## config.mk

```make
export PLATFORM = sky130hd
export DESIGN_NAME = jtag_tap_sampled
export DESIGN_NICKNAME = d
export VERILOG_FILES = /design/src/rtl/jtag_tap_sampled.sv
export SDC_FILE = /design/constraint.sdc
export NUM_CORES = 1
export LEC_CHECK = 0
export CAP_MARGIN = 15
export CORE_ASPECT_RATIO = 1.2
export CORE_MARGIN = 3
export CORE_UTILIZATION = 55
export DETAILED_ROUTE_END_ITERATION = 16
export DONT_BUFFER_PORTS = 1
export PLACE_DENSITY_LB_ADDON = 0.12
export SYNTH_ARGS = -nofsm -noshare
export SYNTH_HDL_FRONTEND = slang
export SYNTH_SLANG_ARGS = --single-unit
export TNS_END_PERCENT = 100
```

## constraint.sdc

```tcl
create_clock -name clk_i -period 1.9 [get_ports clk_i]
set_input_delay 0.285 -clock clk_i [delete_from_list [all_inputs] [get_ports clk_i]]
set_output_delay 0.285 -clock clk_i [all_outputs]
set_load 0.005 [all_outputs]
```

## src/rtl/jtag_tap_sampled.sv

```systemverilog
// jtag_tap_sampled: oversampled IEEE 1149.1 TAP with IDCODE, BYPASS and optional USER DR
// Optional USER register enabled by defining JTAG_TAP_USER_DR_EN.
module jtag_tap_sampled #(
  parameter int unsigned          IR_WIDTH      = 5,
  parameter logic [31:0]          IDCODE_VAL    = 32'h1000_563D,
  parameter logic [IR_WIDTH-1:0]  INSTR_IDCODE  = 5'h01,
  parameter logic [IR_WIDTH-1:0]  INSTR_USER    = 5'h08,
  parameter int unsigned          USER_DR_WIDTH = 16
) (
  input  logic                     clk_i,
  input  logic                     rst_ni,
  input  logic                     enable_i,
  input  logic                     jtag_tck_i,
  input  logic                     jtag_tms_i,
  input  logic                     jtag_tdi_i,
  input  logic                     jtag_trst_i,
  input  logic                     jtag_srst_i,
  output logic                     jtag_tdo_o,
  output logic [3:0]               tap_state_o,
  output logic [IR_WIDTH-1:0]      ir_o,
  input  logic [USER_DR_WIDTH-1:0] user_dr_i,
  output logic [USER_DR_WIDTH-1:0] user_dr_o,
  output logic                     user_update_o,
  output logic                     sys_rst_o
);
  typedef enum logic [3:0] {
    TLR = 4'hF, RTI = 4'hC, SEL_DR = 4'h7, CAP_DR = 4'h6, SH_DR = 4'h2, EX1_DR = 4'h1,
    PAU_DR = 4'h3, EX2_DR = 4'h0, UPD_DR = 4'h5, SEL_IR = 4'h4, CAP_IR = 4'hE,
    SH_IR = 4'hA, EX1_IR = 4'h9, PAU_IR = 4'hB, EX2_IR = 4'h8, UPD_IR = 4'hD
  } tap_state_e;
  tap_state_e state_q, state_d, nxt;
  logic [2:0] tck_s;
  logic [1:0] tms_s, tdi_s, trst_s, srst_s;
  logic [IR_WIDTH-1:0] ir_sr;
  logic [31:0] id_sr;
  logic byp_sr, sel_id, sel_user, user_lsb, dr_lsb;
  logic tms, tdi, trst, rise, fall, act;
  assign tms = tms_s[1];
  assign tdi = tdi_s[1];
  assign trst = trst_s[1];
  assign sys_rst_o = srst_s[1];
  assign rise = tck_s[1] & ~tck_s[2] & enable_i;
  assign fall = ~tck_s[1] & tck_s[2] & enable_i;
  assign act = rise & ~trst;
  assign tap_state_o = state_q;
  assign sel_id = ir_o == INSTR_IDCODE;
  assign dr_lsb = sel_id ? id_sr[0] : sel_user ? user_lsb : byp_sr;
  always_comb begin
    nxt = state_q;
    case (state_q)
      TLR:    nxt = tms ? TLR    : RTI;
      RTI:    nxt = tms ? SEL_DR : RTI;
      SEL_DR: nxt = tms ? SEL_IR : CAP_DR;
      CAP_DR: nxt = tms ? EX1_DR : SH_DR;
      SH_DR:  nxt = tms ? EX1_DR : SH_DR;
      EX1_DR: nxt = tms ? UPD_DR : PAU_DR;
      PAU_DR: nxt = tms ? EX2_DR : PAU_DR;
      EX2_DR: nxt = tms ? UPD_DR : SH_DR;
      UPD_DR: nxt = tms ? SEL_DR : RTI;
      SEL_IR: nxt = tms ? TLR    : CAP_IR;
      CAP_IR: nxt = tms ? EX1_IR : SH_IR;
      SH_IR:  nxt = tms ? EX1_IR : SH_IR;
      EX1_IR: nxt = tms ? UPD_IR : PAU_IR;
      PAU_IR: nxt = tms ? EX2_IR : PAU_IR;
      EX2_IR: nxt = tms ? UPD_IR : SH_IR;
      UPD_IR: nxt = tms ? SEL_DR : RTI;
    endcase
    state_d = trst ? TLR : act ? nxt : state_q;
  end
  always_ff @(posedge clk_i or negedge rst_ni)
    if (!rst_ni) state_q <= TLR;
    else state_q <= state_d;
  // IR also falls back to IDCODE on entry to TLR so the five-TMS escape leaves a known instruction
  always_ff @(posedge clk_i or negedge rst_ni) begin
    if (!rst_ni) begin
      tck_s <= '0;
      tms_s <= '0;
      tdi_s <= '0;
      trst_s <= '0;
      srst_s <= '0;
      ir_o <= INSTR_IDCODE;
      ir_sr <= '0;
      id_sr <= '0;
      byp_sr <= 1'b0;
      jtag_tdo_o <= 1'b0;
    end else begin
      tck_s <= {tck_s[1:0], jtag_tck_i};
      tms_s <= {tms_s[0], jtag_tms_i};
      tdi_s <= {tdi_s[0], jtag_tdi_i};
      trst_s <= {trst_s[0], jtag_trst_i};
      srst_s <= {srst_s[0], jtag_srst_i};
      if (trst || (act && (state_q == TLR || nxt == TLR))) ir_o <= INSTR_IDCODE;
      else if (act && state_q == UPD_IR) ir_o <= ir_sr;
      if (act && state_q == CAP_IR) ir_sr <= IR_WIDTH'(1);
      if (act && state_q == SH_IR) ir_sr <= {tdi, ir_sr[IR_WIDTH-1:1]};
      if (act && state_q == CAP_DR) begin
        id_sr <= IDCODE_VAL;
        byp_sr <= 1'b0;
      end
      if (act && state_q == SH_DR) begin
        id_sr <= {tdi, id_sr[31:1]};
        byp_sr <= tdi;
      end
      if (fall) jtag_tdo_o <= state_q == SH_IR ? ir_sr[0] : state_q == SH_DR ? dr_lsb : 1'b0;
    end
  end
`ifdef JTAG_TAP_USER_DR_EN
  logic [USER_DR_WIDTH-1:0] user_sr;
  assign sel_user = ir_o == INSTR_USER;
  assign user_lsb = user_sr[0];
  always_ff @(posedge clk_i or negedge rst_ni) begin
    if (!rst_ni) begin
      user_sr <= '0;
      user_dr_o <= '0;
      user_update_o <= 1'b0;
    end else begin
      user_update_o <= act && state_q == UPD_DR && sel_user;
      if (act && state_q == CAP_DR) user_sr <= user_dr_i;
      if (act && state_q == SH_DR) user_sr <= USER_DR_WIDTH'({tdi, user_sr} >> 1);
      if (act && state_q == UPD_DR && sel_user) user_dr_o <= user_sr;
    end
  end
`else
  logic unused_user;
  assign unused_user = ^{user_dr_i, INSTR_USER};
  assign sel_user = 1'b0;
  assign user_lsb = 1'b0;
  assign user_dr_o = '0;
  assign user_update_o = 1'b0;
`endif
endmodule
```

# Yosys cells after proc, flatten, opt, wreduce, memory -nomap -nowiden
# Index checks and enable logic that the tools add are counted.
# W data, S select, Z words.
dict set report totals {
  reg_bits 59
  latchBits 0
  ramBits 0
  mem_bits_ro 0
  inputBits 24
  output_inout_bits 28
  elab_cells 78
  mem_count 0
}
dict set report classes {
  n_addsub 0
  n_mul 0
  div_mod_pow 0
  order_cmp 0
  n_eq_ne 17
  shifts 0
  n_mux 26
  bitwise_logic 8
  reduce_logical 16
}
# op n
set ops {}
lappend ops {{$mux W32} 2}
lappend ops {{$pmux W4 S12} 1}
lappend ops {{$eq A4 B4 Y1 const B} 9}
lappend ops {{$mux W5} 4}
lappend ops {{$eq A4 B3 Y1 const B} 4}
lappend ops {{$mux W2} 6}
lappend ops {{$mux W3} 4}
lappend ops {{$mux W4} 3}
lappend ops {{$eq A4 B2 Y1 const B} 2}
lappend ops {{$reduce_bool A2 Y1} 4}
lappend ops {{$logic_and A1 B1 Y1} 6}
lappend ops {{$mux W1} 6}
lappend ops {{$and A1 B1 Y1} 5}
lappend ops {{$eq A5 B1 Y1 const B} 1}
lappend ops {{$eq A4 B1 Y1 const B} 1}
lappend ops {{$logic_not A4 Y1} 1}
lappend ops {{$reduce_or A2 Y1} 2}
lappend ops {{$not A1 Y1} 3}
lappend ops {{$reduce_or A3 Y1} 1}
lappend ops {{$logic_or A1 B1 Y1} 2}

# Longest topological paths before layout
# Gate-level depths: netlist (run 1).
dict set report logic_depth {
  word_depth 8
  depth_mapped 6
  mapped_depth_nobuf 4
}

# Worst setup path before layout (run 1)
# OpenSTA, ideal clock, no wires.
dict set report synth_timing {
  kind {reg2reg}
  startpoint {reg state_q[0], in the netlist tap_state_o[0]}
  endpoint {reg ir_o[0]}
  t_arrival_ns 1.613
  t_required_ns 1.818
  path_slack_ns 0.205
  stages_incl_launch_ff 6
  n_path_buf 2
  period_less_slack_ns 1.695
  path_cell_list {dfstp_2 > buf_2 > nand2_1 > or4_4 > buf_6 > a211o_1}
}
dict set report synth_via {
  elab_chain_cells 8
  word_cells_on_any_way 27
}
# item line
set synth_lines {}
lappend synth_lines {{start: declaration} 31} ;# tap_state_e state_q, state_d, nxt;
lappend synth_lines {{start signal: assignment} 72} ;# else state_q <= state_d;
lappend synth_lines {{$eq A4 B4 Y1, or another cell as far along} {50, 93}}
lappend synth_lines {{$reduce_or A3 Y1 (no source line) or $reduce_or A2 Y1 (tied branches)} -}
lappend synth_lines {{$pmux W4 S12} 50} ;# case (state_q)
lappend synth_lines {{$eq A4 B4 Y1} 92} ;# if (trst || (act && (state_q == TLR || nxt == TLR))) ir_o <= INSTR_IDCODE;
lappend synth_lines {{$logic_or A1 B1 Y1} 92}
lappend synth_lines {{$logic_and A1 B1 Y1} 92}
lappend synth_lines {{$logic_or A1 B1 Y1} 92}
lappend synth_lines {{$mux W5 or $reduce_bool A2 Y1 (tied branches)} -}
lappend synth_lines {{end signal: assignment} 93} ;# else if (act && state_q == UPD_IR) ir_o <= ir_sr;
lappend synth_lines {{end: declaration} 20} ;# output logic [IR_WIDTH-1:0] ir_o,
# Several ways; a longest one is shown, not always the timed one.
# A chain may end at the register's enable or synchronous reset.

# Worst setup path in the final report (run 1)
dict set report layout_timing {
  startpoint {reg state_q[3], in the netlist tap_state_o[3]}
  endpoint {reg ir_o[0]}
}
# Same word-level chain as after synthesis.

==> results of run 1 <==
[metal layers]
metal	wire length [microns]	vias to the layer above	share of wire, %	global-route usage, %
li1	-	812	-	-
met1	1860	763	46	22.5
met2	1920	30	48	27.9
met3	155	9	3.8	5.07
met4	85	0	2.1	12.2
met5	0	-	0	0
[cells by family after synthesis]
family / after synthesis
buffers and inverters: 37
and+or+nand+nor: 93
DFF: 58
muxes: 7
AOI/OAI and AO/OA: 53
other: 1
[through the flow]
step	cell area (sq um)	instances	utilization (%)	hold slack [ps]
final	2770	319	64.4	166
after global routing	2770	319	64.4	143
after CTS	2770	319	64.4	141
after detailed placement	2460	296	57.3	-8.47
after global placement	2460	296	57.3	-8.52
after floorplan	2530	265	-	-10.6
[synthesized netlist by cell type, types with 2 or more instances]
| library cell | instances | area [sq um] |
|---|---|---|
| nor2_1 | 20 | 75.1 |
| clkbuf_1 | 10 | 37.5 |
| dfstp_2 | 5 | 131 |
| inv_1 | 6 | 22.5 |
| a31oi_1 | 3 | 18.8 |
| dfrtp_1 | 53 | 1330 |
| a21oi_1 | 4 | 20.0 |
| nand3b_1 | 2 | 15.0 |
| nand2_1 | 56 | 210 |
| o21ai_0 | 41 | 205 |
| mux2i_1 | 5 | 50.1 |
| nor4b_1 | 2 | 17.5 |
| nand3_1 | 3 | 15.0 |
| a211o_1 | 2 | 17.5 |
| buf_4 | 19 | 143 |
| nand4b_1 | 2 | 17.5 |
| mux2_2 | 2 | 22.5 |
| nand2b_1 | 2 | 12.5 |
[placed cells by master, fill, tap and decap left out, types with 3 or more instances in the layout]
cell type / instances
dfstp_2: 5
dfrtp_1: 53
inv_1: 6
nand3_1: 3
nand2_1: 56
conb_1: 17
clkinv_2: 4
o21ai_0: 41
a21oi_1: 4
mux2i_1: 5
dlygate4sd3_1: 6
nor2_1: 20
clkbuf_8: 10
buf_4: 5
a31oi_1: 3
[layout make-up]
class | count | area, sq um
timing repair buffer | 13 | 145
tap | 56 | 70.1
inverter | 6 | 22.5
clock inverter | 6 | 80.1
fill | 346 | 1530
multi-input combinational | 170 | 852
clock buffer | 10 | 138
sequential | 58 | 1460
[sequential cells by signal (all words and copies together), names as in the netlist]
name         cells
ir_o             5
srst_s           2
tck_s            3
tap_state_o      4
jtag_tdo_o       1
id_sr           32
trst_s           2
tms_s            2
ir_sr            5
tdi_s            2
[worst register-to-register path, stage by stage (launching register included)]
cell     delay, ps
dfstp_2        640
nand2_1         70
or4_4          550
a211o_1        310
[worst max path at each step]
| stage | to | slack, ps | cells past startpoint |
|---|---|---|---|
| after floorplan | ir_o[0] | 210 | 5 |
| after global placement | ir_o[0] | 280 | 3 |
| final | ir_o[0] | 250 | 3 |
| after global routing | id_sr[20] | 140 | 5 |
| after CTS | ir_o[0] | 250 | 3 |
| after detailed placement | ir_o[0] | 260 | 3 |
[power groups by stage]
stage                     clock network [W]  registers, W  logic [W]
after global placement                    0       0.00133   0.000106
after floorplan                           0       0.00131   0.000114
after CTS                           0.00126       0.00130   0.000148
after detailed placement                  0       0.00133   0.000107
final                               0.00122       0.00130   0.000147
after global routing                0.00132       0.00131   0.000171
==> flow_summary.ini, run 1 <==
[sta]
final-max-slew-violation-count = 0
setup_violations = 0
fmax_mhz = 607
post-route-min-period_ps = 1650
setup_ws_ps = 254
fin_tns_setup_ps = 0
finalHoldViolCount = 0
fin_skew_ps = 7.85
rsz0062_at_grt = false
fin_crit_sh_pct = 86.6

[power_and_ir_drop]
p_leak_nw = 1.30
switching_power_w = 0.000579
internal_power_w = 0.00209
clkPwrFrac_pct = 45.7
pwr-share-seq_pct = 48.8
peakVddDrop_uv = 595
pwr-share-comb_pct = 5.5
pwr_density_cell_nw_per_um2 = 965
swShare_pct = 21.7
power.total_w = 0.00267

[synth]
yosys.area_share.adder_pct = 0
synth_top_family_by_area = simple AND/OR/NAND/NOR gates
synth_edf_count = 0
syn_area_per_cell_sq_um = 9.91
yosys.area_share.simple_pct = 17.3
ys.flop_type = dfrtp_1
synthDistinctLibCells = 30
synth_compound_area_share_pct = 11.7
synth_warnings = 0
syn_inst = 249
synth_seq_cells = 58
synth_xor_area_share_pct = 0
synthMuxAreaShare_pct = 2.94
syn_area_sq_um = 2470
async_flop_share_pct = 100
yosysSeqAreaShare_pct = 59.0

[grt]
track_usage_pct = 18.4
grt_max_degree = 59
grt_first_pass_wirelength_microns = 7250
grt-ovfl-total = 0
antenna_found_initial = 0
grt_pass1_vias = 1643

[setup_path]
setup.worst_path.start = tap_state_o[3]
regToRegSetupSlack_ps = 250
crit_fanout = 11
cpPeakStageDelay_ps = 640
rr_worst_depth = 3
crit_path_cell_trace = nand2_1 -> or4_4 -> a211o_1
cp-end-kind = flop
cp_top_family = flip-flops
startpoint_type = flop
critPathKind = flop to flop
crit_required_ps = 2150
arrival_ps = 1900
r2r_start = tap_state_o[3]
cp_slowest_cell = dfstp_2
r2r_end = ir_o[0]
critPathBufInv = 0

[cts]
cts_tree = built
hold_buffers = 7
cts.path.max_buffers = 2
cts.root.buffer_cell = clkbuf_8
clkLatencyLatePin_ps = 320
post_cts_resize_count = 0
cts_sinks = 58
htreeDepth = 3
clkSlewWorstSetupHoldPaths_ps = 70
cts_inserted_buffers = 9
post_cts_buffers = 0

[worst_hold_path]
min_from = enable_i
worstHoldEndpoint = tap_state_o[2]
hp-class = input port to flop
hold_depth = 2

[floorplanning]
die_w_microns = 67.2
die_area_sq_um = 5330
rows = 26
io_pins = 52
initial_core_util_pct = 57.5
die_h_microns = 79.4
core_area_sq_um = 4290

[finish]
synthToLayoutAreaGrowth_pct = 12.0
nets = 282
drive_above_1_share_pct = 12.9
antennaDiodeCount = 0

[outcome]
status = finished clean

[detailed_routing]
avgViaCountPerCell = 5.06
drc = 0
first_pass_iters = 4
wl_per_cell_microns = 12.6
drt-total-wl_microns = 4030
vias = 1614
ant_nets = 0
drtIter0Drc = 160

[place]
gp_congestion = 0.825
port_buffers = 0
dp_hpwl_microns = 2490
pre_cts_ws_ps = 264

[run]
maxCapViolations = 0
Power figures use the tool's default switching activity.
==> run 2, diff against run 1 <==
--- a/config.mk
+++ b/config.mk
@@ -8,10 +8,11 @@
 export CAP_MARGIN = 15
 export CORE_ASPECT_RATIO = 1.2
 export CORE_MARGIN = 3
-export CORE_UTILIZATION = 55
+export CORE_UTILIZATION = 50
 export DETAILED_ROUTE_END_ITERATION = 16
 export DONT_BUFFER_PORTS = 1
 export PLACE_DENSITY_LB_ADDON = 0.12
+export RECOVER_POWER = 25
 export SYNTH_ARGS = -nofsm -noshare
 export SYNTH_HDL_FRONTEND = slang
 export SYNTH_SLANG_ARGS = --single-unit
==> flow_summary.ini, run 2 (synthesis gave the netlist of run 1 again) <==
[finish]
largest_register_ffs = 32
utilization_pct = 57.7
top_register = id_sr
nets = 282
antennaDiodeCount = 0
final_cell_mix = nand2_1 (56), dfrtp_1 (53), o21ai_0 (41)
final_common_cell = nand2_1
fill_cells = 416
register_area_sq_um = 1460
reg_top3 = id_sr x32, ir_o x5, ir_sr x5
fin_cells = 321
multi_input_area_sq_um = 852
synthToLayoutAreaGrowth_pct = 9.02
drive_above_1_share_pct = 11.8

[cts]
hold_buffers = 7
cts_tree = built
post_cts_resize_count = 0
htreeDepth = 3
cts_inserted_buffers = 9
cts.root.buffer_cell = clkbuf_8
clkLatencyLatePin_ps = 330
cts.path.max_buffers = 2
post_cts_buffers = 0
cts_sinks = 58
clkSlewWorstSetupHoldPaths_ps = 70

[grt]
grt_util_met1_pct = 20.8
grt_pass1_vias = 1606
grt-ovfl-total = 0
track_usage_pct = 16.0
grt_first_pass_wirelength_microns = 7330
grt_max_degree = 59
met2_usage_pct = 23.4
antenna_found_initial = 0
top_usage_layer = met2
grt_use_met3_pct = 5.21

[setup_path]
critPathKind = flop to flop
critPathBufInv = 0
cp-end-kind = flop
cp_slowest_cell = dfstp_2
crit_fanout = 11
cp_top_family = flip-flops
startpoint_type = flop
arrival_ps = 1900
crit_path_cell_trace = nand2_1 -> or4_4 -> a211o_1
cpPeakStageDelay_ps = 640
crit_required_ps = 2160

[sta]
setup_violations = 0
fin_skew_ps = 9.80
worstMarginPinSlew_ps = 1230
slew_headroom_pct = 18.0
post-route-min-period_ps = 1640
final-max-slew-violation-count = 0
rsz0062_at_grt = false
fin_crit_sh_pct = 86.5
finalHoldViolCount = 0
fmax_mhz = 608
fin_tns_setup_ps = 0

[run]
maxCapViolations = 0

[detailed_routing]
drc = 0
first_pass_iters = 4
drtIter0Drc = 121
wl_per_cell_microns = 12.8
avgViaCountPerCell = 4.99
ant_nets = 0
vias = 1603
drt-total-wl_microns = 4090

[place]
dpl.cell_count = 298
port_buffers = 0
dp_hpwl_microns = 2500
gp_congestion = 0.738

[floorplanning]
die_h_microns = 83.0
io_pins = 52
die_w_microns = 70.1
die_area_sq_um = 5820
core_area_sq_um = 4660
rows = 27
initial_core_util_pct = 53.0

[power_and_ir_drop]
peakVddDrop_uv = 662
pwr_density_cell_nw_per_um2 = 892
p_leak_nw = 1.27

[worst_hold_path]
hp-class = input port to flop

[outcome]
status = finished clean
==> run 2: changes by cell type in the layout (fill, tap and decap cells not counted) <==
| cell | change |
|---|---|
| buf_16 | -1 |
| clkbuf_1 | +3 |
| buf_2 | +1 |
| bufinv_16 | -2 |
| clkinv_2 | -1 |
==> run 2: area by class of cell <==
type                       count  share of cell area (%)
timing repair buffer          13                    4.56
clock buffer                  13                    5.53
multi-input combinational    170                    31.7
sequential                    58                    54.2
inverter                       6                   0.837
clock inverter                 3                   0.558
tap                           58                    2.70
==> run 2: metal layers <==
layer / routed length [microns] / part of all wire [%]
met3: 182 / 4.4
met1: 1920 / 47
met5: 0 / 0
met4: 76 / 1.9
met2: 1910 / 47
==> run 2: path summary, 6_finish.rpt <==
path / startpoint / end / slack [ps] / cells past startpoint
worst max-delay path: tap_state_o[3] / ir_o[0] / 260 / 3
worst min-delay path: enable_i / tap_state_o[2] / 150 / 2
worst max register to register: tap_state_o[3] / ir_o[0] / 260 / 3
worst min register to register: tck_s[0] / tck_s[1] / 340 / 0
max in group asynchronous: rst_ni / id_sr[7] / 360 / 2
min in group asynchronous: rst_ni / jtag_tdo_o / 800 / 2
==> run 2: through the flow <==
stage	power, W	setup slack [ps]	cell area [sq um]	hold slack [ps]
3_3_place_gp	0.00143	276	2460	-8.36
4_1_cts	0.00245	251	2710	136
3_5_place_dp	0.00144	264	2460	-8.30
6_report	0.00240	256	2690	153
2_1_floorplan	0.00143	205	2530	-10.6
5_1_grt	0.00252	83.5	2690	162
==> run 2: where the power goes <==
part           leakage [nW]  internal, W  switching [W]
Clock                0.0872     0.000503       0.000452
Combinational         0.427    0.0000466      0.0000941
Sequential            0.752      0.00127      0.0000290
Total                  1.27      0.00182       0.000575
